===== config.mk =====
export PLATFORM = sky130hd
export DESIGN_NAME = lowpass_decim
export DESIGN_NICKNAME = d
export VERILOG_FILES = /design/src/rtl/lp_pkg.sv /design/src/rtl/boxcar_channel.sv /design/src/rtl/lowpass_decim.sv
export SDC_FILE = /design/constraint.sdc
export NUM_CORES = 1
export LEC_CHECK = 0
export BUFFER_PORTS_ARGS = -buffer_cell sky130_fd_sc_hd__buf_2
export CAP_MARGIN = 20
export CORE_MARGIN = 2
export CORE_UTILIZATION = 30
export DETAILED_ROUTE_END_ITERATION = 10
export PLACE_DENSITY = 0.45
export SLEW_MARGIN = 20
export SYNTH_ARGS = -nofsm -noshare
export SYNTH_HDL_FRONTEND = slang
export SYNTH_SLANG_ARGS = --single-unit

===== constraint.sdc =====
create_clock -name clk -period 2.28 [get_ports clk]
set_input_delay 0.228 -clock clk [delete_from_list [all_inputs] [get_ports clk]]
set_output_delay 0.228 -clock clk [all_outputs]
set_load 0.02 [all_outputs]

===== src/rtl/lp_pkg.sv =====
// Shared constants and FSM state type for the Zigbee post-demodulation
// boxcar low-pass / decimator.
package lp_pkg;

  localparam int DATA_W    = 7;
  localparam int TAPS      = 8;
  localparam int LOG2_TAPS = $clog2(TAPS);
  localparam int DECIM     = 2;
  localparam int ACC_W     = DATA_W + LOG2_TAPS;

  typedef enum logic {
    FILL = 1'b0,
    RUN  = 1'b1
  } lp_state_t;

endpackage


===== src/rtl/boxcar_channel.sv =====
// One channel of the moving-average filter: delay line, running sum and
// output register. The running sum is updated on every accepted sample.
module boxcar_channel #(
  parameter int DATA_W = lp_pkg::DATA_W,
  parameter int TAPS   = lp_pkg::TAPS
) (
  input  logic                     clk,
  input  logic                     resetn,
  input  logic                     accept,
  input  logic                     emit,
  input  logic signed [DATA_W-1:0] x,
  output logic signed [DATA_W-1:0] y
);
  import lp_pkg::*;

  localparam int SH    = $clog2(TAPS);
  localparam int SUM_W = DATA_W + SH;

  // Arithmetic shift gives floor division; the mean of TAPS in-range
  // samples always fits back into DATA_W, so no saturation is needed.
  function automatic logic signed [DATA_W-1:0] shr_floor(
    input logic signed [SUM_W-1:0] s
  );
    logic signed [SUM_W-1:0] t;
    t = s >>> SH;
    return t[DATA_W-1:0];
  endfunction

  logic signed [DATA_W-1:0] dly_p0 [TAPS];
  logic signed [SUM_W-1:0]  acc_p0;
  logic signed [SUM_W-1:0]  acc_nxt;

  always_comb acc_nxt = acc_p0 + SUM_W'(x) - SUM_W'(dly_p0[TAPS-1]);

  // Stage p0 -> output register
  always_ff @(posedge clk or negedge resetn) begin
    if (!resetn) begin
      acc_p0 <= '0;
      y      <= '0;
      for (int k = 0; k < TAPS; k++) dly_p0[k] <= '0;
    end else if (accept) begin
      acc_p0    <= acc_nxt;
      dly_p0[0] <= x;
      for (int k = 1; k < TAPS; k++) dly_p0[k] <= dly_p0[k-1];
      if (emit) y <= shr_floor(acc_nxt);
    end
  end

endmodule


===== src/rtl/lowpass_decim.sv =====
// Boxcar low-pass on baseband I/Q followed by decimation; drives a one-cycle
// lp_rdy strobe alongside each new filtered sample.
module lowpass_decim #(
  parameter int DATA_W = lp_pkg::DATA_W,
  parameter int TAPS   = lp_pkg::TAPS,
  parameter int DECIM  = lp_pkg::DECIM
) (
  input  logic                     clk,
  input  logic                     resetn,
  input  logic signed [DATA_W-1:0] I_BB,
  input  logic signed [DATA_W-1:0] Q_BB,
  input  logic                     demod_rdy,
  output logic signed [DATA_W-1:0] I_LP,
  output logic signed [DATA_W-1:0] Q_LP,
  output logic                     lp_rdy
);
  import lp_pkg::*;

  localparam int FILL_W = $clog2(TAPS);
  localparam int DEC_W  = (DECIM > 1) ? $clog2(DECIM) : 1;
  localparam logic [FILL_W-1:0] FILL_LAST = FILL_W'(TAPS - 1);
  localparam logic [DEC_W-1:0]  DEC_LAST  = DEC_W'(DECIM - 1);
  // Phase after the first output; wraps straight to 0 when DECIM is 1.
  localparam logic [DEC_W-1:0]  DEC_FIRST = (DECIM > 1) ? DEC_W'(1) : '0;

  lp_state_t         state;
  lp_state_t         state_nxt;
  logic [FILL_W-1:0] fill_cnt;
  logic [FILL_W-1:0] fill_cnt_nxt;
  logic [DEC_W-1:0]  dec_cnt;
  logic [DEC_W-1:0]  dec_cnt_nxt;
  logic              emit_p0;

  always_ff @(posedge clk or negedge resetn) begin
    if (!resetn) begin
      state    <= FILL;
      fill_cnt <= '0;
      dec_cnt  <= '0;
      lp_rdy   <= 1'b0;
    end else begin
      state    <= state_nxt;
      fill_cnt <= fill_cnt_nxt;
      dec_cnt  <= dec_cnt_nxt;
      lp_rdy   <= emit_p0;
    end
  end

  always_comb begin
    state_nxt    = state;
    fill_cnt_nxt = fill_cnt;
    dec_cnt_nxt  = dec_cnt;
    emit_p0      = 1'b0;
    if (demod_rdy) begin
      case (state)
        FILL: begin
          if (fill_cnt == FILL_LAST) begin
            emit_p0     = 1'b1;
            state_nxt   = RUN;
            dec_cnt_nxt = DEC_FIRST;
          end else begin
            fill_cnt_nxt = fill_cnt + 1'b1;
          end
        end
        RUN: begin
          emit_p0     = (dec_cnt == '0);
          dec_cnt_nxt = (dec_cnt == DEC_LAST) ? '0 : dec_cnt + 1'b1;
        end
        default: state_nxt = FILL;
      endcase
    end
  end

  // Stage p0 -> registered outputs (inside each channel)
  boxcar_channel #(.DATA_W(DATA_W), .TAPS(TAPS)) u_chan_i (
    .clk    (clk),
    .resetn (resetn),
    .accept (demod_rdy),
    .emit   (emit_p0),
    .x      (I_BB),
    .y      (I_LP)
  );

  boxcar_channel #(.DATA_W(DATA_W), .TAPS(TAPS)) u_chan_q (
    .clk    (clk),
    .resetn (resetn),
    .accept (demod_rdy),
    .emit   (emit_p0),
    .x      (Q_BB),
    .y      (Q_LP)
  );

endmodule


Yosys cells after proc, flatten, opt, wreduce, memory -nomap -nowiden
Cells that the tools add are included.
W data, S select, Z words.

word-level totals
  register bits = 152
  latch bits = 0
  RAM bits = 0
  bits in read-only memories = 0
  bits of input ports = 17
  output and inout bits = 15
  word-level logic and storage cells = 45
  memories kept = 0

cells by class
  $add $sub $neg = 6
  multipliers = 0
  div/mod/pow operators = 0
  magnitude comparators = 0
  eq/ne operators = 2
  shift operators = 0
  multiplexer cells = 7
  bitwise operators = 3
  reductions and logical operators = 3

operators by type and width
  operator               number
  $add A10 B7 Y10        2
  $sub A10 B7 Y10        2
  $mux W1                5
  $pmux W1 S2            2
  $reduce_and A2 Y1      2
  $add A3 B1 Y3 const B  1
  $eq A3 B3 Y1 const B   1
  $not A1 Y1             3
  $reduce_and A3 Y1      1
  $ne A2 B2 Y1 const B   1
  $add A1 B1 Y1 const B  1

Logic depth before layout (Yosys ltp)
  word-level depth = 5
  depth in mapped cells = 12
  depth with buffers taken out = 12

Cells and area by module
Synthesis repeated with hierarchy kept, for this count alone.

second synthesis, totals
  cells, all modules = 568
  area, all modules = 7,231.9 µm²

modules (own cells, without submodules)
  module          instances  cells each  area each (µm²)  sequential area each (µm²)
  boxcar_channel  2          275         3,485.8          1,826.8
  lowpass_decim   1          18          260.2            150.1

Worst setup path after synthesis
No wires, ideal clock.

  kind = register to register
  from = register u_chan_i.acc_p0[2]
  to = register u_chan_i.acc_p0[8]
  setup time = 0.120 ns
  arrival time = 2.260 ns
  data required time = 2.160 ns
  setup slack = -0.100 ns
  stages on the path, launching flop included = 11
  buffers on the path = 0
  period minus slack after synthesis = 2.380 ns
  cells stage by stage = dfrtp_1 -> inv_1 -> fa_1 -> inv_1 -> ha_1 -> nor2b_1 -> o21a_1 -> o21ai_2 -> a21oi_1 -> or3_1 -> a31o_1

on the way
  cells in the longest elaborated chain, start to end = 2

ends and longest elaborated chain
  what                      RTL line              text
  start: declaration        boxcar_channel.sv:30  logic signed [SUM_W-1:0] acc_p0;
  start signal: assignment  boxcar_channel.sv:42  acc_p0 <= acc_nxt;
  $add A10 B7 Y10           boxcar_channel.sv:33  always_comb acc_nxt = acc_p0 + SUM_W'(x) - SUM_W'(dly_p0[TAPS-1]);
  $sub A10 B7 Y10           boxcar_channel.sv:33

No other way between the ends.
A chain may end at the register's enable or synchronous reset.

Worst setup path in the final report
  from = register u_chan_i.acc_p0[2]
  to = register u_chan_i.y[5]

on the way
  cells in the longest elaborated chain, start to end = 2

ends and longest elaborated chain
  what                    RTL line              text
  $add A10 B7 Y10         boxcar_channel.sv:33
  $sub A10 B7 Y10         boxcar_channel.sv:33
  end signal: assignment  boxcar_channel.sv:45  if (emit) y <= shr_floor(acc_nxt);
  end: declaration        boxcar_channel.sv:12  output logic signed [DATA_W-1:0] y

No other way between the ends.

==> metrics.txt <==
count of final max-slew check failures 0; Initial Util 30.3%; CP required 2590 ps; Final Non-Filler Cells 977; Clock Pin Slew Worst Setup and Hold Paths 70 ps; 1st-pass router iterations 4; area grow syn2layout 25.4%; CTS tree yes; area share of the largest cell type after synthesis 54.0%; dpl ws -201 ps; routability cong. 0.766; prevailing post-synth register cell dfrtp_1; Tightest Hold Check Type input port to register; Max Clk Rate 409 MHz; RSZ-0062 raised after global routing true; Rows 56; fin crit share 107%; number of vias per cell 4.26; layout cell share with drive strength beyond 1 43.2%; Final nets 704; hold_ws 59.2 ps; Worst slew margin 52.5%; Crit Path Category register to register; Synth cell types 38; Mapped Avg Cell Area 12.6 sq um; critical path's slowest cell fa_1; peak supply drop 0.632 mV; status finished, violations left; Leakage 4.06 nW; io pins 32; antenna violations before repair 0; clock sink count 152; CTS max path bufs 2; first-pass GRT wire length 21,200 um; DRT iter0 DRCs 146; die area 0.0247 sq mm; synthesized instance count 561; fin area 0.00884 sq mm; Post-DP Area 0.00789 sq mm; cell with the most instances after synthesis dfrtp_1; largest net degree at the start of global routing 146; grt total ovfl 0; Synth async-reset ratio 100%; CP arrival 2750 ps; highest routed layer met4; Worst Path Max Fanout 2; Clock Skew 8.54 ps; FILL cells 2,301; H-tree depth 4; CP top delay family adder cells; critical path's largest stage delay 540 ps; Antenna Violating Nets Remaining 0; synth warn 0; area leader, netlist dfrtp_1; Worst Setup End Kind register; Chip Width 157 um; post-layout min period 2450 ps; HPWL after DPL 8330 um; Final TNS setup -1200 ps; syn nets 620; CTS buffer count 17; failing checks negative setup slack; routed wl met2 5660 um; routed metal-1 wirelength 6180 um; DR WL met3 345 um; total track usage 10.9%; final wirelength 12,400 um; DRC violations left 0; synth cell count leaders dfrtp_1 (152), mux2_2 (116), inv_1 (73), nand2_1 (40), ha_1 (24); crit path cell chain inv_2, fa_1, inv_2, ha_4, nor2b_4, o21a_1, o21ai_2, a21oi_2, or3_4, a31o_1; Post-synth EDFFs 0; power density cells 1710 mW/mm^2; # diodes 0; final setup margin -166 ps; Buffers on Ports 31; register area share after synthesis 54.0%; Worst Max-Slew Pin Slew 713 ps; Max Cap Violations 0; vias in the first global route 4,378; CP Launch Type register; Setup-failing EPs final 15; Post-Syn Area 0.00705 sq mm; core area 0.0233 sq mm; fin util 38.0%; Root Driver clkbuf_16; total power 15.1 mW; Die Y 157 um; worst skew pair latency 420 ps; ranking of synthesized cells by area dfrtp_1 (54%), mux2_2 (19%), fa_1 (5.1%); Placed Instances 934; DR WL/cell 12.7 um; total number of vias 4,161; register bit total from synthesis 152; Final Hold Fails 0; Crit path buffers/inverters 2; most used cell, CP inv_2
## routing by layer
| layer | track usage (%) | vias up |
|---|---|---|
| li1 | - | 2027 |
| met1 | 14.7 | 2080 |
| met2 | 16.8 | 39 |
| met3 | 2.78 | 15 |
| met4 | 4.29 | 0 |
| met5 | 0 | - |
## cell usage in the layout (no fill, tap or decap), types with 3 or more instances in the layout
master / netlist / routed
nand4b_1: 4 / 4
inv_1: 73 / 65
o21ai_1: 6 / 11
buf_2: 5 / 29
a21oi_1: 13 / 8
dfrtp_1: 152 / 151
clkbuf_16: 0 / 17
nor2b_4: 0 / 3
nor2_1: 13 / 11
a21oi_2: 0 / 4
o31ai_1: 4 / 3
o21ai_2: 1 / 4
xor2_1: 3 / 3
xnor2_1: 15 / 11
xnor2_2: 0 / 4
nor3_1: 3 / 3
clkinv_4: 0 / 4
o21ai_0: 16 / 8
inv_8: 0 / 3
nor3b_2: 0 / 3
ha_1: 24 / 15
mux2_2: 116 / 114
ha_4: 0 / 8
buf_4: 0 / 51
fa_1: 18 / 16
nand2_1: 40 / 39
inv_2: 1 / 9
a21o_1: 5 / 5
## flip-flops by register name, indices dropped and copies added, names as in the netlist
| name | count |
|---|---|
| state | 1 |
| fill_cnt | 3 |
| u_chan_i.y | 7 |
| u_chan_q.dly_p0 | 56 |
| lp_rdy | 1 |
| dec_cnt | 1 |
| u_chan_q.acc_p0 | 10 |
| u_chan_q.y | 7 |
| u_chan_i.acc_p0 | 10 |
| u_chan_i.dly_p0 | 56 |
## cell type report
cell class | count | area, sq um | share of cell area (%)
repair buffers | 85 | 601 | 6.80
inverters | 74 | 278 | 3.14
clock buffers | 19 | 453 | 5.12
multi-input cells | 315 | 3170 | 35.8
flip-flops and latches | 152 | 3800 | 43.0
clock inverters | 13 | 136 | 1.54
well taps | 319 | 399 | 4.52
## worst reg2reg max path: stages, from the launching register on
cell and delay [ps]:
dfrtp_1 340, inv_2 40, fa_1 540, inv_2 50, ha_4 210, nor2b_4 120
o21a_1 190, o21ai_2 180, a21oi_2 80, or3_4 370, a31o_1 210
## cell families after synthesis
| logic type | Yosys count | share of synthesized area (%) |
|---|---|---|
| muxes | 117 | 18.7 |
| xor gates and xnor gates | 18 | 2.24 |
| AOI/OAI and AO/OA | 59 | 5.36 |
| DFF | 152 | 54.0 |
| buffers and inverters | 94 | 5.10 |
| adders and majority gates | 42 | 9.38 |
| and+or+nand+nor | 79 | 5.27 |
## worst paths after layout
path	slack (ps)	start	cells past startpoint	endpoint
min in group asynchronous	300	resetn	2	u_chan_q.dly_p0[52]$_DFFE_PN0P_
max in group asynchronous	1300	resetn	3	u_chan_q.dly_p0[6]$_DFFE_PN0P_
worst max-delay path	-170	u_chan_i.acc_p0[2]$_DFFE_PN0P_	10	u_chan_i.y[5]$_DFFE_PN0P_
worst max register to register	-170	u_chan_i.acc_p0[2]$_DFFE_PN0P_	10	u_chan_i.y[5]$_DFFE_PN0P_
worst min register to register	470	u_chan_i.y[1]$_DFFE_PN0P_	2	u_chan_i.y[1]$_DFFE_PN0P_
worst min-delay path	60	Q_BB[3]	2	u_chan_q.dly_p0[52]$_DFFE_PN0P_
## power breakdown
group / switching, mW / internal, mW / leakage, nW
combinational: 3.87 / 4.39 / 1.97
clock: 1.18 / 1.59 / 0.286
sequential: 0.453 / 3.63 / 1.80
## timing repair
item                       CTS  global route
pin swaps                   14            31
setup endpoints to repair   23            27
hold endpoints to repair    41             0
resized for setup           26            41
buffers inserted             4             8
hold buffers                 1             0
No activity file was read; power rests on OpenSTA's default activity.
